## src/rtl/iomem_initiator.sv

```systemverilog
// Single-outstanding iomem bus master: valid/ready command in, iomem transaction, response out.
// Optional REQ timeout abort is compiled in when IOMEM_INIT_TIMEOUT_EN is defined.
module iomem_initiator #(
  parameter int unsigned TIMEOUT_CYCLES = 255,
  parameter logic [31:0] ERR_RDATA      = 32'hDEAD_BEEF
) (
  input  logic        clk,
  input  logic        reset,
  input  logic        cmd_valid,
  output logic        cmd_ready,
  input  logic        cmd_write,
  input  logic [31:0] cmd_addr,
  input  logic [31:0] cmd_wdata,
  input  logic [3:0]  cmd_wstrb,
  output logic        rsp_valid,
  input  logic        rsp_ready,
  output logic [31:0] rsp_rdata,
  output logic        rsp_err,
  output logic        iomem_valid,
  input  logic        iomem_ready,
  output logic [3:0]  iomem_wstrb,
  output logic [31:0] iomem_addr,
  output logic [31:0] iomem_wdata,
  input  logic [31:0] iomem_rdata
);

  typedef enum logic [1:0] {
    IDLE = 2'd0,
    REQ  = 2'd1,
    RSP  = 2'd2
  } state_t;

  state_t state, state_next;
  logic   cmd_accept;
  logic   bus_done;
  logic   timed_out;

  assign cmd_accept = (state == IDLE) && cmd_valid && cmd_ready;
  assign bus_done   = (state == REQ) && iomem_ready;

`ifdef IOMEM_INIT_TIMEOUT_EN
  localparam int unsigned CW = $clog2(TIMEOUT_CYCLES + 1);
  logic [CW-1:0] wait_cnt;

  // Abort on the edge the count would reach TIMEOUT_CYCLES; a ready on that same edge wins.
  assign timed_out = (state == REQ) && !iomem_ready && (wait_cnt == CW'(TIMEOUT_CYCLES - 1));

  always_ff @(posedge clk or posedge reset) begin
    if (reset) begin
      wait_cnt <= '0;
    end else if (state != REQ) begin
      wait_cnt <= '0;
    end else if (!iomem_ready) begin
      wait_cnt <= wait_cnt + 1'b1;
    end
  end
`else
  assign timed_out = 1'b0;
`endif

  always_comb begin
    // NOTE: default assigned first so every path drives state_next and no latch is inferred.
    state_next = state;
    unique case (state)
      IDLE:    if (cmd_accept) state_next = REQ;
      REQ:     if (bus_done || timed_out) state_next = RSP;
      RSP:     if (rsp_ready) state_next = IDLE;
      default: state_next = IDLE;
    endcase
  end

  // All outputs are registered so reset drives every one of them to 0, cmd_ready included.
  always_ff @(posedge clk or posedge reset) begin
    if (reset) begin
      // NOTE: sequential state uses non-blocking assignments so all registers update together.
      state       <= IDLE;
      cmd_ready   <= 1'b0;
      iomem_valid <= 1'b0;
      rsp_valid   <= 1'b0;
      iomem_addr  <= '0;
      iomem_wdata <= '0;
      iomem_wstrb <= '0;
      rsp_rdata   <= '0;
      rsp_err     <= 1'b0;
    end else begin
      state       <= state_next;
      cmd_ready   <= (state_next == IDLE);
      iomem_valid <= (state_next == REQ);
      rsp_valid   <= (state_next == RSP);

      if (cmd_accept) begin
        iomem_addr  <= cmd_addr;
        iomem_wdata <= cmd_wdata;
        iomem_wstrb <= cmd_write ? cmd_wstrb : 4'b0000;
      end

      if (bus_done) begin
        rsp_rdata <= iomem_rdata;
        rsp_err   <= 1'b0;
      end else if (timed_out) begin
        rsp_rdata <= ERR_RDATA;
        rsp_err   <= 1'b1;
      end
    end
  end

endmodule

```

## config.mk

```make
export PLATFORM = sky130hd
export DESIGN_NAME = iomem_initiator
export DESIGN_NICKNAME = d
export VERILOG_FILES = /design/src/rtl/iomem_initiator.sv
export SDC_FILE = /design/constraint.sdc
export NUM_CORES = 1
export LEC_CHECK = 0
export CELL_PAD_IN_SITES_DETAIL_PLACEMENT = 0
export CELL_PAD_IN_SITES_GLOBAL_PLACEMENT = 1
export CORE_AREA = 2 2 117 119
export CTS_BUF_LIST = sky130_fd_sc_hd__clkbuf_2 sky130_fd_sc_hd__clkbuf_4 sky130_fd_sc_hd__clkbuf_8
export DETAILED_ROUTE_END_ITERATION = 16
export DIE_AREA = 0 0 119 121
export PLACE_DENSITY = 0.92
export SLEW_MARGIN = 30
export SYNTH_ARGS = -nofsm -noshare
export SYNTH_HDL_FRONTEND = slang
export SYNTH_SLANG_ARGS = --single-unit
```

## constraint.sdc

```tcl
create_clock -name clk -period 4.78 [get_ports clk]
set_input_delay 1.195 -clock clk [delete_from_list [all_inputs] [get_ports clk]]
set_output_delay 1.195 -clock clk [all_outputs]
set_load 0.05 [all_outputs]
```

==> results.md, run 1 <==
- Final Hold Viols: 0
- CP Launch Type: register
- IO Count: 210
- Grt ovf: 0
- Vias in the first global route: 3050
- Die area: 0.0144 mm^2
- Post-synth top area cell: dfrtp_1
- Pin count of the biggest net entering global routing: 75
- Synth Area in Compound Gates: 0.00353
- Average cell area after synthesis: 18.0 um^2
- First-pass DRT Iterations: 3
- Setup_tns: 0 ps
- Drc violations: 0
- Critical Path RT: 3590 ps
- CP max FO: 2
- Status: finished clean
- CP Cell Sequence: clkdlybuf4s50_1
- First-pass GRT wire length: 15.8 mm
- Total CTS buffers: 9
- Worst path slowest cell: clkdlybuf4s50_1
- Xor/xnor share of the synthesized area: 0
- Horiz. Die Dim: 119 um
- Worst path arrival time: 1580 ps
- Diode count: 0
- Routability cong.: 0.710
- Area of the mapped netlist: 0.00426 mm^2
- YS warnings: 0
- Synth Instances: 236
- TritonCTS clock tree: yes
- Vias/cell: 4.30
- Worst-margin pin slew: 668 ps
- Max cap viols: 0
- Post-DP HPWL: 7.22 mm
- Initial antenna violation count: 0
- Clk Latency, worst-skew pair: 370 ps
- CTS root buf: clkbuf_8
- Tot GR Track Use: 0.142
- CTS sink count: 105
- P&R area growth vs syn: 56.0%
- Hold-fix buffers, CTS: 0
- Synth Area in Simple Gates: 0.0165
- Final Critical Period: 2770 ps
- Mux cell area share after synthesis: 0.316
- Syn nets: 342
- 1st-iter DRT viols: 71
- Post-DR wirelength/cell: 15.7 um
- Row cnt: 42
- # H-tree levels: 3
- Initial core utilization: 0.325
- Post-synthesis register bit count: 105
- Buf/Inv on CP: 1
- Postcts setup bufs: 0
- Port-buffer cells: 208
- Core area: 0.0131 mm^2
- Dominant cells by area after synthesis: dfrtp_1 (62%), mux2_4 (21%), mux2_2 (8.7%)
- Largest family of logic cells by synthesized area: multiplexers
- Post_cts resized: 0
- Critical path type: register to output port
- Drt total wl: 9.87 mm
- Setup Viol. Count Final: 0
- CP delay by family, top: buffers and inverters
- Max Clk Rate: 0.361 GHz
- Slowest cell delay on critical path: 850 ps
- Slew Limit Fails: 0
- Yosys cell types: 18
- Via Count: 2697
- Post-synth top area share: 0.617
- # fillers: 1104
- Clock slew seen by the registers of the worst setup and hold paths: 90 ps
- Layout cells sized above 1: 0.255
- Fin nets: 553
- Die height: 121 um
- Final worst path period share: 0.580
- Hold crit path type: register to register
- Buffer depth of the longest clock path: 2
- Worst setup EP type: output port
- Post-synthesis sequential area ratio: 0.617
- Adder-Cell Fraction of Synth Area: 0
- Slew HR: 0.555
- RSZ-0062 raised after global routing: false
- Setup Skew: 6.95 ps
- Post-DRT Antenna Nets: 0
-- path summary, 6_finish.rpt --
kind | slack (ps) | endpoint | cells after the start | start
worst max-delay path | 2010 | iomem_addr[5] | 1 | iomem_addr[5]$_DFFE_PP0P_
worst min-delay path | 500 | iomem_addr[2]$_DFFE_PP0P_ | 1 | iomem_addr[2]$_DFFE_PP0P_
worst max register to register | 2990 | iomem_addr[0]$_DFFE_PP0P_ | 3 | state[1]$_DFF_PP0_
worst min register to register | 500 | iomem_addr[2]$_DFFE_PP0P_ | 1 | iomem_addr[2]$_DFFE_PP0P_
max in group asynchronous | 2750 | rsp_rdata[26]$_DFFE_PP0P_ | 3 | reset
min in group asynchronous | 1300 | iomem_wdata[25]$_DFFE_PP0P_ | 2 | reset
-- registers in the layout, indices dropped and copies added (netlist names) --
signal and flops:
iomem_wstrb 4, iomem_wdata 32, iomem_addr 32, cmd_ready 1, state 2, rsp_rdata 32
iomem_valid 1, rsp_valid 1
-- cells in the final DEF, fill, tap and decap left out --
cell	Yosys	routed
dfrtp_1	105	105
conb_1	1	1
and3b_1	1	1
clkinv_2	0	2
clkbuf_4	0	1
bufinv_16	0	1
nor4bb_4	0	1
inv_6	0	1
mux2i_1	4	4
o21bai_1	2	2
buf_4	1	3
buf_12	7	1
nand3b_1	1	1
nand2b_1	1	1
clkdlybuf4s50_1	0	208
inv_1	5	4
mux2_2	33	33
mux2_1	3	3
nand2_1	6	6
or3b_2	1	1
clkbuf_8	0	11
mux2_4	60	60
-- cell type report --
class / count / area, um^2 / area share
Sequential cell: 105 / 2630 / 0.396
Timing Repair Buffer: 212 / 2120 / 0.320
Multi-Input combinational cell: 114 / 1440 / 0.217
Tap cell: 176 / 220 / 0.0332
Clock buffer: 12 / 159 / 0.0239
Clock inverter: 3 / 40.0 / 0.00603
Inverter: 5 / 23.8 / 0.00358
-- logic make-up after synthesis --
kind of cell	Yosys count
flip-flops	105
other	1
AND/OR/NAND/NOR	11
buffers and inverters	17
AO/OA/AOI/OAI	2
multiplexers	100
-- per-stage QoR --
stage,util,hold slack (ps),instances,area [um^2],worst slack [ps]
floorplan,-,586,236,4260,824
global placement,0.492,471,612,6440,1790
detailed placement,0.492,479,612,6440,1740
CTS,0.507,501,627,6640,1980
global route,0.507,521,627,6640,1940
finish,0.507,499,627,6640,2010
-- cell usage after synthesis, drive strengths merged --
cell type and n:
mux2 96, dfrtp 105, nand2 6, mux2i 4, buf 12, nand3b 1
and3b 1, conb 1, o21bai 2, inv 5, nor4bb 1, nand2b 1
or3b 1
-- per-layer routing --
layer | global-route usage | routed length [um]
met1 | 0.169 | 4080
met5 | 0 | 0
met3 | 0.0390 | 599
met2 | 0.234 | 4930
met4 | 0.0759 | 261
Power of run 1 is left out: the tool's default activity adds up to more than one toggle a clock period on the data nets, which glitch-free logic cannot reach.
==> run 2: changes to the inputs <==
--- a/config.mk
+++ b/config.mk
@@ -7,11 +7,11 @@
 export LEC_CHECK = 0
 export CELL_PAD_IN_SITES_DETAIL_PLACEMENT = 0
 export CELL_PAD_IN_SITES_GLOBAL_PLACEMENT = 1
-export CORE_AREA = 2 2 117 119
+export CORE_AREA = 2 2 123 125
 export CTS_BUF_LIST = sky130_fd_sc_hd__clkbuf_2 sky130_fd_sc_hd__clkbuf_4 sky130_fd_sc_hd__clkbuf_8
 export DETAILED_ROUTE_END_ITERATION = 16
-export DIE_AREA = 0 0 119 121
-export PLACE_DENSITY = 0.92
+export DIE_AREA = 0 0 125 127
+export PLACE_DENSITY = 0.88
 export SLEW_MARGIN = 30
 export SYNTH_ARGS = -nofsm -noshare
 export SYNTH_HDL_FRONTEND = slang
==> constraint.sdc (replaced) <==
create_clock -name clk -period 2.4 [get_ports clk]
set_input_delay 0.6 -clock clk [delete_from_list [all_inputs] [get_ports clk]]
set_output_delay 0.6 -clock clk [all_outputs]
set_load 0.05 [all_outputs]
==> run 2 against run 1 <==
  * Clock-buffer cell count grew 1
  * Via count grew 2.3%
  * Cell count grew 2.2%
  * Sequential share of layout area shrank 0.76 points
  * Wire length grew 4.7%
  * Hold slack gained 4.0 ps
  * Sequential cell count is the same
  * Global-route usage shrank 0.85 points
  * Critical path type unchanged
==> results.md, run 2 (same netlist as run 1, synthesis figures left out) <==
- First-pass GRT wire length: 16.7 mm (+5.8%)
- Slowest cell delay on critical path: 840 ps (about the same)
- Row cnt: 44 (+4.8%)
- Die area: 0.0159 mm^2 (+10%)
- Clock group share of total power: 0.102
- Pint: 6200 uW
- Max cap viols: 0 (unchanged)
- RSZ-0062 raised after global routing: false
- Setup Skew: 5.15 ps (-1.80 ps)
- Critical Path RT: 1800 ps (-1790 ps)
- Worst hold path startpoint: iomem_addr[2]$_DFFE_PP0P_
- P_leak: 0.00290 uW
- Status: finished clean
- Buf/Inv on CP: 1 (unchanged)
- Worst setup EP type: output port
- Initial core utilization: 0.295 (-0.0302)
- Switching power: 5330 uW
- Final worst path period share: 0.910
- Post_cts resized: 0 (unchanged)
- Pin count of the biggest net entering global routing: 54 (-28%)
- Pwr dens: 1700 mW/mm^2
- Drt total wl: 10.3 mm (+4.7%)
- # H-tree levels: 3 (unchanged)
- Clock slew seen by the registers of the worst setup and hold paths: 100 ps (about the same)
- P&R area growth vs syn: 59.1%
- Final Critical Period: 2180 ps
- Combinational share of power: 0.622
- CP max FO: 2 (unchanged)
- Slew HR: 0.634 (+0.0798)
- Grt ovf: 0 (unchanged)
- Post-DRT Antenna Nets: 0 (unchanged)
- Largest regs: iomem_addr (32), iomem_wdata (32), rsp_rdata (32)
- Worst path slowest cell: clkdlybuf4s50_1
- Hold-fix buffers, CTS: 0 (unchanged)
- Port-buffer cells: 208 (unchanged)
- Worst-margin pin slew: 547 ps (-121 ps)
- CP delay by family, top: buffers and inverters
- Drc violations: 0 (unchanged)
- Peak VDD IR: 0.676 mV
- Pwr Total: 11500 uW
- Worst hold stages: 1 (unchanged)
- 1st-iter DRT viols: 70 (-1.4%)
- CTS root buf: clkbuf_8
- CTS sink count: 105 (unchanged)
- Tot GR Track Use: 0.133 (-0.00848)
- Final Worst Setup Slack: 217 ps (-1790 ps)
- Final Hold Viols: 0 (unchanged)
- Core area: 0.0144 mm^2 (+10%)
- Setup_tns: 0 ps (unchanged)
- Vias/cell: 4.31 (+0.10%)
- Hold Path Sink: iomem_addr[2]$_DFFE_PP0P_
- Initial antenna violation count: 0 (unchanged)
- Via Count: 2760 (+2.3%)
- Routability cong.: 0.764 (+7.7%)
- Layout cells sized above 1: 0.265 (+0.00978)
- First-pass DRT Iterations: 4 (+1)
- Max Clk Rate: 0.458 GHz
- Clk Latency, worst-skew pair: 370 ps (about the same)
- Horiz. Die Dim: 125 um (+5.0%)
- Commonest non-fill, non-tap cell in the layout: clkdlybuf4s50_1
- IO Count: 210 (unchanged)
- Post-DR wirelength/cell: 16.1 um (+2.4%)
- Vias in the first global route: 3142 (+3.0%)
- Part of the power in registers: 0.276
- Setup Viol. Count Final: 0 (unchanged)
- Diode count: 0 (unchanged)
- Buffer depth of the longest clock path: 2 (unchanged)
- Die height: 127 um (+5.0%)
- Reg2Reg Depth: 4 (+1)
- Total CTS buffers: 9 (unchanged)
- Post-DP HPWL: 7.62 mm (+5.7%)
- Fin nets: 558 (+0.90%)
- Slew Limit Fails: 0 (unchanged)
- Critical path type: register to output port
- CP Launch Type: register
- Critical R2R Launch: state[1]$_DFF_PP0_
- CP Cell Sequence: clkdlybuf4s50_1
- Reg-to-Reg End: iomem_wdata[18]$_DFFE_PP0P_
- Dpl ws: 123 ps (-1620 ps)
- Hold slack: 503 ps (+4.01 ps)
- Postcts setup bufs: 0 (unchanged)
- Sw Ratio: 0.462
- Hold crit path type: register to register
- R2R setup slack: 750 ps (-2240 ps)
- Worst path arrival time: 1580 ps (about the same)
- TritonCTS clock tree: yes
- Leading cell types in the layout, fill and taps excluded: clkdlybuf4s50_1 (208), dfrtp_1 (105), mux2_4 (60)
run 2: cell count changes in the layout (fill, tap and decap cells not counted), sizes merged:
cell and change:
clkinvlp +1, clkbuf +1, buf +5, inv -1
run 2: worst register-to-register path: cells and delay by family, from the launching register on:
family / cells / cell delay, ps
muxes: 1 / 310
DFF: 1 / 440
buffers and inverters: 2 / 480
and+or+nand+nor: 1 / 310
run 2: worst max-delay path by stage:
stage | endpoint | slack (ps) | cells after the start | from
global placement | iomem_addr[7]$_DFFE_PP0P_ | 140 | 5 | cmd_valid
finish | iomem_addr[8] | 220 | 1 | iomem_addr[8]$_DFFE_PP0P_
floorplan | cmd_ready$_DFF_PP0_ | 540 | 1 | reset
detailed placement | iomem_addr[10]$_DFFE_PP0P_ | 120 | 5 | cmd_valid
global route | iomem_wstrb[2] | 150 | 1 | iomem_wstrb[2]$_DFFE_PP0P_
CTS | iomem_addr[8] | 170 | 1 | iomem_addr[8]$_DFFE_PP0P_
run 2: per-stage QoR:
| step | cells | util | area [um^2] |
|---|---|---|---|
| 6_report | 641 | 0.469 | 6770 |
| 5_1_grt | 641 | 0.469 | 6770 |
| 4_1_cts | 641 | 0.469 | 6770 |
| 3_5_place_dp | 625 | 0.454 | 6550 |
| 3_3_place_gp | 625 | 0.454 | 6550 |
| 2_1_floorplan | 236 | - | 4260 |
run 2: power by group through the flow:
stage / Clock [uW] / Sequential, uW / Combinational, uW
floorplan: 0 / 6270 / 1860
global placement: 0 / 3170 / 7140
detailed placement: 0 / 3220 / 7220
CTS: 1260 / 3200 / 7240
global route: 1320 / 3310 / 7420
finish: 1180 / 3180 / 7170
run 2: routing by layer:
metal  up-vias  global-route usage  share of wire
li1       1245                   -              -
met1      1382               0.159           0.40
met2       121               0.223           0.50
met3        12              0.0507          0.083
met4         0              0.0471          0.015
met5         -                   0              0
run 2: layout make-up:
| type | instances | area [um^2] |
|---|---|---|
| Multi-Input combinational cell | 114 | 1440 |
| Tap cell | 184 | 230 |
| Timing Repair Buffer | 217 | 2220 |
| Clock buffer | 13 | 173 |
| Inverter | 5 | 22.5 |
| Fill cell | 1267 | 7650 |
| Clock inverter | 3 | 47.5 |
| Sequential cell | 105 | 2630 |
Note: power is estimated with default switching activity, not from simulation.
